**config.mk**
```make
export PLATFORM = sky130hd
export DESIGN_NAME = hazard_pipe_reg
export DESIGN_NICKNAME = d
export VERILOG_FILES = /design/src/rtl/hazard_pipe_reg.sv
export SDC_FILE = /design/constraint.sdc
export NUM_CORES = 1
export LEC_CHECK = 0
export ABC_AREA = 1
export BUFFER_PORTS_ARGS = -buffer_cell sky130_fd_sc_hd__clkbuf_2
export CAP_MARGIN = 20
export CELL_PAD_IN_SITES_DETAIL_PLACEMENT = 1
export CELL_PAD_IN_SITES_GLOBAL_PLACEMENT = 1
export CORE_MARGIN = 8
export CORE_UTILIZATION = 31
export CTS_CLUSTER_DIAMETER = 150
export DETAILED_ROUTE_END_ITERATION = 6
export HOLD_SLACK_MARGIN = 0.06
export PLACE_DENSITY = 0.82
export SLEW_MARGIN = 25
export SYNTH_ARGS = -nofsm -noshare
export SYNTH_HDL_FRONTEND = slang
export SYNTH_SLANG_ARGS = --single-unit
```
**constraint.sdc**
```tcl
create_clock -name clk -period 0.96 [get_ports clk]
set_input_delay 0.048 -clock clk [delete_from_list [all_inputs] [get_ports clk]]
set_output_delay 0.048 -clock clk [all_outputs]
set_load 0.005 [all_outputs]
```
**src/rtl/hazard_pipe_reg.sv**
```systemverilog
// Inter-stage pipeline register with stall (hold) and flush (bubble) control.
// Optional statistics counters are built when HAZARD_PIPE_STATS_EN is defined.
module hazard_pipe_reg #(
  parameter int                CTRL_W      = 4,
  parameter int                DATA_W      = 32,
  parameter logic [CTRL_W-1:0] CTRL_BUBBLE = '0,
  parameter int                CNT_W       = 16
) (
  input  logic              clk,
  input  logic              reset,
  input  logic              stall_i,
  input  logic              flush_i,
  input  logic              valid_i,
  input  logic [CTRL_W-1:0] ctrl_i,
  input  logic [DATA_W-1:0] data_i,
  output logic              valid_o,
  output logic [CTRL_W-1:0] ctrl_o,
  output logic [DATA_W-1:0] data_o
`ifdef HAZARD_PIPE_STATS_EN
  ,
  output logic [CNT_W-1:0]  stall_cnt_o,
  output logic [CNT_W-1:0]  bubble_cnt_o
`endif
);

  logic              valid_q;
  logic [CTRL_W-1:0] ctrl_q;
  logic [DATA_W-1:0] data_q;
  logic              load;

  assign load = !flush_i && !stall_i;

  // Flush beats stall; the control bundle is forced safe whenever the stage is empty,
  // so valid=0 always comes with ctrl=CTRL_BUBBLE. Data is simply held on a flush.
  always_ff @(posedge clk or posedge reset) begin
    if (reset) begin
      valid_q <= 1'b0;
      ctrl_q  <= CTRL_BUBBLE;
      data_q  <= '0;
    end else if (flush_i) begin
      valid_q <= 1'b0;
      ctrl_q  <= CTRL_BUBBLE;
    end else if (load) begin
      valid_q <= valid_i;
      ctrl_q  <= valid_i ? ctrl_i : CTRL_BUBBLE;
      data_q  <= data_i;
    end
  end

  assign valid_o = valid_q;
  assign ctrl_o  = ctrl_q;
  assign data_o  = data_q;

`ifdef HAZARD_PIPE_STATS_EN
  logic [CNT_W-1:0] stall_cnt;
  logic [CNT_W-1:0] bubble_cnt;
  logic             stall_hit;
  logic             bubble_hit;

  assign stall_hit  = stall_i && !flush_i && valid_q;
  assign bubble_hit = flush_i || (load && !valid_i);

  // Saturating counters; only reset clears them.
  always_ff @(posedge clk or posedge reset) begin
    if (reset) begin
      stall_cnt  <= '0;
      bubble_cnt <= '0;
    end else begin
      if (stall_hit && (stall_cnt != {CNT_W{1'b1}}))
        stall_cnt <= stall_cnt + 1'b1;
      if (bubble_hit && (bubble_cnt != {CNT_W{1'b1}}))
        bubble_cnt <= bubble_cnt + 1'b1;
    end
  end

  assign stall_cnt_o  = stall_cnt;
  assign bubble_cnt_o = bubble_cnt;
`else
  logic unused_cnt_cfg;
  assign unused_cnt_cfg = (CNT_W != 0);
`endif

endmodule

```
==> results of run 1 <==
cells in the mapped netlist:
master    number
buf_6          3
nand3_1        4
dfrtp_1       37
nand2_1       75
clkbuf_2       3
inv_1          2
o21ai_0       32
nor2_1         1
nor2_4         1
clkbuf_1       3
layer usage:
layer	up-vias	global-route usage, %
met2	45	26.7
li1	745	-
met4	0	3.56
met3	4	5.50
met1	729	15.9
met5	-	0
report_power, final:
group | leakage [nW] | internal, mW | switching, mW | total (mW)
logic | 0.804 | 0.375 | 0.353 | 0.728
registers | 0.464 | 1.73 | 0.0881 | 1.82
clock network | 0.0542 | 0.649 | 0.530 | 1.18
sequential cells by signal, summed over array words and instances (netlist names):
signal,flops
valid_o,1
ctrl_o,4
data_o,32
cell type report:
class                   instances  area (sq um)
clock buffers                   7          96.3
flip-flops and latches         37           926
clock inverters                 1          5.00
fillers                       560          2240
well taps                      54          67.6
inverters                       2          7.51
repair buffers                120           838
multi-input cells             113           477
layout by cell type, fill, tap and decap left out:
cell	n
clkbuf_2	77
clkinv_1	1
nand2_1	75
clkbuf_8	7
nand3_1	4
buf_4	3
buf_12	3
dfrtp_1	37
nor2_1	1
o21ai_0	32
dlygate4sd3_1	37
inv_1	1
nor2_4	1
clkinv_2	1
timing repair:
item                      in CTS  in global routing
hold endpoints to repair      73                  0
setup buffers                  0                  0
hold buffers                  37                  0
final timing paths:
| path | startpoint | endpoint | slack (ps) |
|---|---|---|---|
| worst max-delay path | data_o[28] | data_o[28] | 120 |
| worst min-delay path | valid_i | valid_o | 70 |
| worst max register to register | data_o[20] | data_o[20] | 280 |
| worst min register to register | ctrl_o[3] | ctrl_o[3] | 490 |
| max in group asynchronous | reset | data_o[12] | 440 |
| min in group asynchronous | reset | data_o[2] | 330 |
cells by family (layout without fill, tap and decap cells):
group | count (synthesis) | in the layout
DFF | 37 | 37
buffers and inverters | 11 | 130
and+or+nand+nor | 81 | 81
AOI/OAI and AO/OA | 32 | 32
worst register-to-register path, stage by stage (launching register included):
cell and delay, ps:
dfrtp_1 390, o21ai_0 90, nand2_1 80
==> flow_summary.ini, run 1 <==
[synth]
synthAdderAreaFrac_pct = 0
avgSynthCellArea_sq_um = 9.13
synth_mux_area_share_pct = 0
synthSimpleGateAreaFrac_pct = 21.5
synth_seq_cells = 37
synth_area_sq_um = 1470
synth_top_area_share_pct = 63.0
ys_top_cells_by_area = dfrtp_1, nand2_1, o21ai_0, buf_6, nand3_1
yosys_warnings = 0
yosys.area.top_type = dfrtp_1
yosys.area_share.xor_xnor_pct = 0
synth_top_family_by_area = simple AND/OR/NAND/NOR gates
ys_seq_area_share_pct = 63.0
ys_types = 10
syn_inst = 161
synth-compound-area-share_pct = 10.9
syn-num-nets = 202

[route]
drt_iter0_drc = 4
wl_met1_mm = 1.93
drt_pass1_iterations = 4
drc = 0
route.met2.wl_mm = 2.75
routed_via_density = 4.56
top_layer = met4
num_vias = 1523
wl_met3_microns = 305
routed_wl_mm = 5.03
avgRoutedWirePerCell_microns = 15.1
ant_nets = 0

[setup_path]
critical_path.top_delay_family = flip-flops
criticalPathCategory = flip-flop to output port
slowest_delay_ps = 400
cp_num_buf_inv = 1
path_depth = 1
slowest_stage = dfrtp_1
crit_arrival_ps = 800
startpoint_type = flip-flop
path_cells = clkbuf_2
required_ps = 910
r2r_cells = 2
crit_fanout = 2
endpoint_kind = output port

[timing]
setup_viol = 0
relSlewSlack_pct = 78.4
hold_viol_final = 0
layout_setup_ws_ps = 116
fin_crit_sh_pct = 87.9
final.min_clock_period_ps = 844
fmax_mhz = 1180
fin_tns_setup_ps = 0
hold_ws_ps = 65.0
slew_viol_final = 0
skew_ps = 0
worstMarginPinSlew_ps = 323
rsz0062_at_grt = false

[clocking]
postCtsResizedCells = 0
cts-root-buf = clkbuf_8
insertion_delay_ps = 270
cts_buffer_depth = 2
numClockSinks = 37
cts_tree = done
path_clk_slew_ps = 70
cts_buffers = 5
cts_max_level = 2

[die]
die_w_microns = 84.9
coreArea_sq_um = 4660
design.die.area_sq_um = 7200
fp.dieH_microns = 84.9
rows = 25
pin_count = 78
start_util_pct = 31.5

[power_and_ir_drop]
total_power_mw = 3.73
power.density_nw_per_um2 = 1540
leakage_nw = 1.32
max-vdd-ir-drop_mv = 0.675

[final_layout]
fin_nets = 320
area_growth_pct = 64.4
post-route-util_pct = 51.9
drive_gt1_share_pct = 32.9
design_area_sq_um = 2420
n_antenna_cell = 0
layoutNonFillerInstCount = 334

[placement]
gp_congestion = 0.686
dp_slack_ps = 85.2
placed_cells = 289
portBuffers = 77
dp_hpwl_mm = 3.35
dpl-instance-area_sq_um = 1950

[global_routing]
overflow = 0
antenna_found_initial = 0
first_global_vias = 1690
grt_max_degree = 38
grt_pass1_wl_mm = 8.54
grtUsageTotal_pct = 14.8

[run]
maxCapViolations = 0

[hold_path]
hold_path_class = input pin to flip-flop
min_path_cells = 3

[run_status]
outcome = finished, final reports clean
Power figures use the tool's default switching activity.
==> run 2: changes to the inputs <==
--- a/config.mk
+++ b/config.mk
@@ -10,7 +10,7 @@
 export CAP_MARGIN = 20
 export CELL_PAD_IN_SITES_DETAIL_PLACEMENT = 1
 export CELL_PAD_IN_SITES_GLOBAL_PLACEMENT = 1
-export CORE_MARGIN = 8
+export CORE_MARGIN = 4
 export CORE_UTILIZATION = 31
 export CTS_CLUSTER_DIAMETER = 150
 export DETAILED_ROUTE_END_ITERATION = 6
==> flow_summary.ini, run 2 (synthesis gave the netlist of run 1 again) <==
[global_routing]
grt_pass1_wl_mm = 8.34
antenna_found_initial = 0
grt_max_degree = 26
grtUsageTotal_pct = 17.8
first_global_vias = 1730
overflow = 0

[route]
ant_nets = 0
drt_pass1_iterations = 4
routed_wl_mm = 4.86
avgRoutedWirePerCell_microns = 14.6
num_vias = 1547
routed_via_density = 4.63
drc = 0
drt_iter0_drc = 28

[final_layout]
layout_commonest_cell = clkbuf_2
final.fill_count = 531
n_antenna_cell = 0
drive_gt1_share_pct = 32.6
area_growth_pct = 63.2
largest_register_ffs = 32
mostFrequentLayoutCells = clkbuf_2, nand2_1, dlygate4sd3_1, dfrtp_1, o21ai_0
fin_nets = 323
layoutNonFillerInstCount = 334

[clocking]
cts-root-buf = clkbuf_8
numClockSinks = 37
insertion_delay_ps = 280
cts_buffers = 5
cts_buffer_depth = 2
path_clk_slew_ps = 70
cts_max_level = 2
cts_tree = done

[placement]
portBuffers = 77
gp_congestion = 0.670
placed_cells = 289
dp_hpwl_mm = 3.24

[setup_path]
path_cells = clkbuf_2
r2r_cells = 2
r2r_setup_slack_ps = 300
criticalPathCategory = flip-flop to output port
critical_path.top_delay_family = flip-flops
rr_startpoint = data_o[31]
slowest_delay_ps = 400
startpoint_type = flip-flop
required_ps = 910
crit_fanout = 2
crit_arrival_ps = 800
slowest_stage = dfrtp_1
timing.rr.end = data_o[31]
cp_num_buf_inv = 1
endpoint_kind = output port

[run]
maxCapViolations = 0

[die]
coreArea_sq_um = 4470
fp.dieH_microns = 76.9
die_w_microns = 76.9
start_util_pct = 32.9
rows = 24
design.die.area_sq_um = 5910
pin_count = 78

[timing]
fin_crit_sh_pct = 88.6
fmax_mhz = 1180
rsz0062_at_grt = false
skew_ps = 0
slew_viol_final = 0
fin_tns_setup_ps = 0
setup_viol = 0
final.min_clock_period_ps = 851
relSlewSlack_pct = 77.6
hold_viol_final = 0
worstMarginPinSlew_ps = 335

[power_and_ir_drop]
combPwrFrac_pct = 19.7
leakage_nw = 1.32
seqPwrFrac_pct = 50.3
max-vdd-ir-drop_mv = 0.867
switching_share_pct = 26.3
pwr-share-clk_pct = 30.1
p_int_mw = 2.68
power_switching_uw = 957
power.density_nw_per_um2 = 1510

[hold_path]
min_to = valid_o
min_from = stall_i
min_path_cells = 5
hold_path_class = input pin to flip-flop

[run_status]
outcome = finished, final reports clean
run 2: cell types whose count changed in the layout (fill, tap and decap cells not counted), sizes merged:
cell,change
dlygate4sd3,+1
inv,+1
clkinv,-2
buf,+2
run 2: power by group through the flow:
stage	Sequential, mW	Clock [mW]	Combinational (mW)
floorplan	1.86	0	0.222
global placement	1.85	0	0.572
detailed placement	1.86	0	0.599
CTS	1.83	1.13	0.720
global route	1.85	1.21	0.807
finish	1.83	1.09	0.714
run 2: cell type report:
| class | count | area [sq um] | area share, % |
|---|---|---|---|
| Multi-Input combinational cell | 113 | 477 | 19.9 |
| Sequential cell | 37 | 926 | 38.6 |
| Clock buffer | 7 | 86.3 | 3.60 |
| Timing Repair Buffer | 123 | 838 | 34.9 |
| Tap cell | 52 | 65.1 | 2.71 |
| Inverter | 2 | 7.51 | 0.313 |
run 2: how the worst max path moves through the flow:
stage                     cells after the start  startpoint  slack, ps    endpoint
after floorplan                               1       reset         80   ctrl_o[0]
after global placement                        4     flush_i        110  data_o[15]
after detailed placement                      4     flush_i         80  data_o[29]
after CTS                                     1     valid_o        100     valid_o
after global routing                          1     valid_o         70     valid_o
final                                         1   data_o[1]        110   data_o[1]
run 2: through the flow:
stage	hold slack, ps	utilization, %	instance area (sq um)	worst slack (ps)	total power [mW]
floorplan	165	-	1470	79.4	2.08
CTS	177	53.6	2400	103	3.67
finish	196	53.6	2400	109	3.63
global placement	97.9	43.2	1930	112	2.42
detailed placement	98.0	43.2	1930	77.5	2.46
global route	207	53.6	2400	70.2	3.87
run 2: timing repair:
| action | CTS | global route |
|---|---|---|
| hold buffers | 38 | 0 |
| setup endpoints to repair | 0 | 0 |
| setup buffers | 0 | 0 |
| endpoints found under the hold margin | 74 | 0 |
| gates resized for setup | 0 | 0 |
run 2: layer usage:
| metal | global-route usage (%) | vias up | part of all wire [%] |
|---|---|---|---|
| li1 | - | 749 | - |
| met1 | 20.4 | 740 | 41 |
| met2 | 32.0 | 53 | 52 |
| met3 | 5.50 | 5 | 6.5 |
| met4 | 4.35 | 0 | 0.76 |
| met5 | 0 | - | 0 |
==> run 3: changes to the inputs <==
--- a/config.mk
+++ b/config.mk
@@ -10,7 +10,7 @@
 export CAP_MARGIN = 20
 export CELL_PAD_IN_SITES_DETAIL_PLACEMENT = 1
 export CELL_PAD_IN_SITES_GLOBAL_PLACEMENT = 1
-export CORE_MARGIN = 4
+export CORE_MARGIN = 2
 export CORE_UTILIZATION = 31
 export CTS_CLUSTER_DIAMETER = 150
 export DETAILED_ROUTE_END_ITERATION = 6
==> flow_summary.ini, run 3 (synthesis gave the netlist of run 1 again) <==
[global_routing]
grt_max_degree = 38
grt_pass1_wl_mm = 7.35
antenna_found_initial = 0
overflow = 0
grtUsageTotal_pct = 18.2
first_global_vias = 1602

[die]
start_util_pct = 31.5
rows = 25
coreArea_sq_um = 4660
pin_count = 78
die_w_microns = 72.9
fp.dieH_microns = 72.9
design.die.area_sq_um = 5310

[setup_path]
crit_fanout = 2
rr_startpoint = data_o[7]
r2r_cells = 2
criticalPathCategory = flip-flop to output port
crit_arrival_ps = 800
endpoint_kind = output port
r2r_setup_slack_ps = 280
critical_path.top_delay_family = flip-flops
timing.rr.end = data_o[7]
path_cells = clkbuf_2
path_depth = 1
required_ps = 910
cp_num_buf_inv = 1
startpoint_type = flip-flop
slowest_delay_ps = 390
slowest_stage = dfrtp_1

[clocking]
insertion_delay_ps = 280
numClockSinks = 37
cts_buffer_depth = 2
cts_max_level = 2
cts-root-buf = clkbuf_8
path_clk_slew_ps = 70
cts_tree = done
cts_buffers = 5
cts_setup_buffers = 0

[final_layout]
n_antenna_cell = 0
design_area_sq_um = 2430
layoutNonFillerInstCount = 335
mostFrequentLayoutCells = clkbuf_2, nand2_1, dlygate4sd3_1, dfrtp_1, o21ai_0
area_growth_pct = 65.1
drive_gt1_share_pct = 32.7
layout_commonest_cell = clkbuf_2
largest_register_ffs = 32
fin_nets = 321

[placement]
portBuffers = 77
dp_hpwl_mm = 2.83
placed_cells = 289
dpl-instance-area_sq_um = 1950
gp_congestion = 0.676

[hold_path]
hold_path_class = input pin to flip-flop
min_to = data_o[3]
min_from = stall_i
min_path_cells = 3

[route]
drc = 0
ant_nets = 0
routed_wl_mm = 4.59
num_vias = 1527
avgRoutedWirePerCell_microns = 13.7
routed_via_density = 4.56
drt_iter0_drc = 55
drt_pass1_iterations = 3

[power_and_ir_drop]
leakage_nw = 1.33
max-vdd-ir-drop_mv = 0.650
power_switching_uw = 959
switching_share_pct = 25.8
total_power_mw = 3.72
power.density_nw_per_um2 = 1530
p_int_mw = 2.76
combPwrFrac_pct = 19.3
seqPwrFrac_pct = 49.0
pwr-share-clk_pct = 31.7

[timing]
setup_viol = 0
relSlewSlack_pct = 75.8
slew_viol_final = 0
fin_crit_sh_pct = 88.1
skew_ps = 0
rsz0062_at_grt = false
hold_viol_final = 0
final.min_clock_period_ps = 846
worstMarginPinSlew_ps = 361
fin_tns_setup_ps = 0
fmax_mhz = 1180

[run_status]
outcome = finished, final reports clean

[run]
maxCapViolations = 0
==> run 3: changes by cell type in the layout (fill, tap and decap cells not counted) <==
| cell | change |
|---|---|
| buf_12 | +2 |
| clkinv_2 | +1 |
| clkbuf_8 | +1 |
| clkbuf_1 | -1 |
| buf_4 | -4 |
==> run 3: stage by stage <==
stage | util, % | setup slack (ps) | hold WS (ps)
finish | 52.1 | 114 | 169
global route | 52.1 | 79.5 | 199
CTS | 52.1 | 103 | 164
detailed placement | 41.7 | 31.9 | 107
global placement | 41.7 | 116 | 97.9
floorplan | - | 79.4 | 165
==> run 3: how the worst max path moves through the flow <==
stage	from	endpoint	slack, ps
floorplan	reset	ctrl_o[0]	80
detailed placement	flush_i	data_o[23]	30
global route	data_o[29]	data_o[29]	80
CTS	data_o[2]	data_o[2]	100
finish	data_o[29]	data_o[29]	110
global placement	flush_i	data_o[4]	120
==> run 3: cell type report <==
| cell class | count | area, sq um |
|---|---|---|
| clock buffer | 7 | 96.3 |
| inverter | 2 | 7.51 |
| tap | 54 | 67.6 |
| sequential | 37 | 926 |
| fill | 568 | 2230 |
| timing repair buffer | 121 | 848 |
| clock inverter | 1 | 5.00 |
| multi-input combinational | 113 | 477 |
==> run 3: power by group through the flow <==
stage | sequential [mW] | clock, mW | combinational, mW
after CTS | 1.83 | 1.22 | 0.723
final | 1.82 | 1.18 | 0.718
after floorplan | 1.86 | 0 | 0.222
after detailed placement | 1.86 | 0 | 0.602
after global routing | 1.85 | 1.29 | 0.811
after global placement | 1.85 | 0 | 0.576
==> run 3: timing repair <==
action / 4_1_cts / 5_1_grt
endpoints found under the hold margin: 74 / 0
endpoints found under the setup margin: 0 / 0
hold buffers: 38 / 0
gates resized for setup: 0 / 0
==> run 3: routing by layer <==
layer | share of wire (%) | vias up | global-route usage (%)
met5 | 0 | - | 0
met4 | 0.96 | 0 | 4.32
met3 | 4.7 | 5 | 4.97
met2 | 54 | 45 | 32.8
met1 | 41 | 730 | 21.5
li1 | - | 747 | -
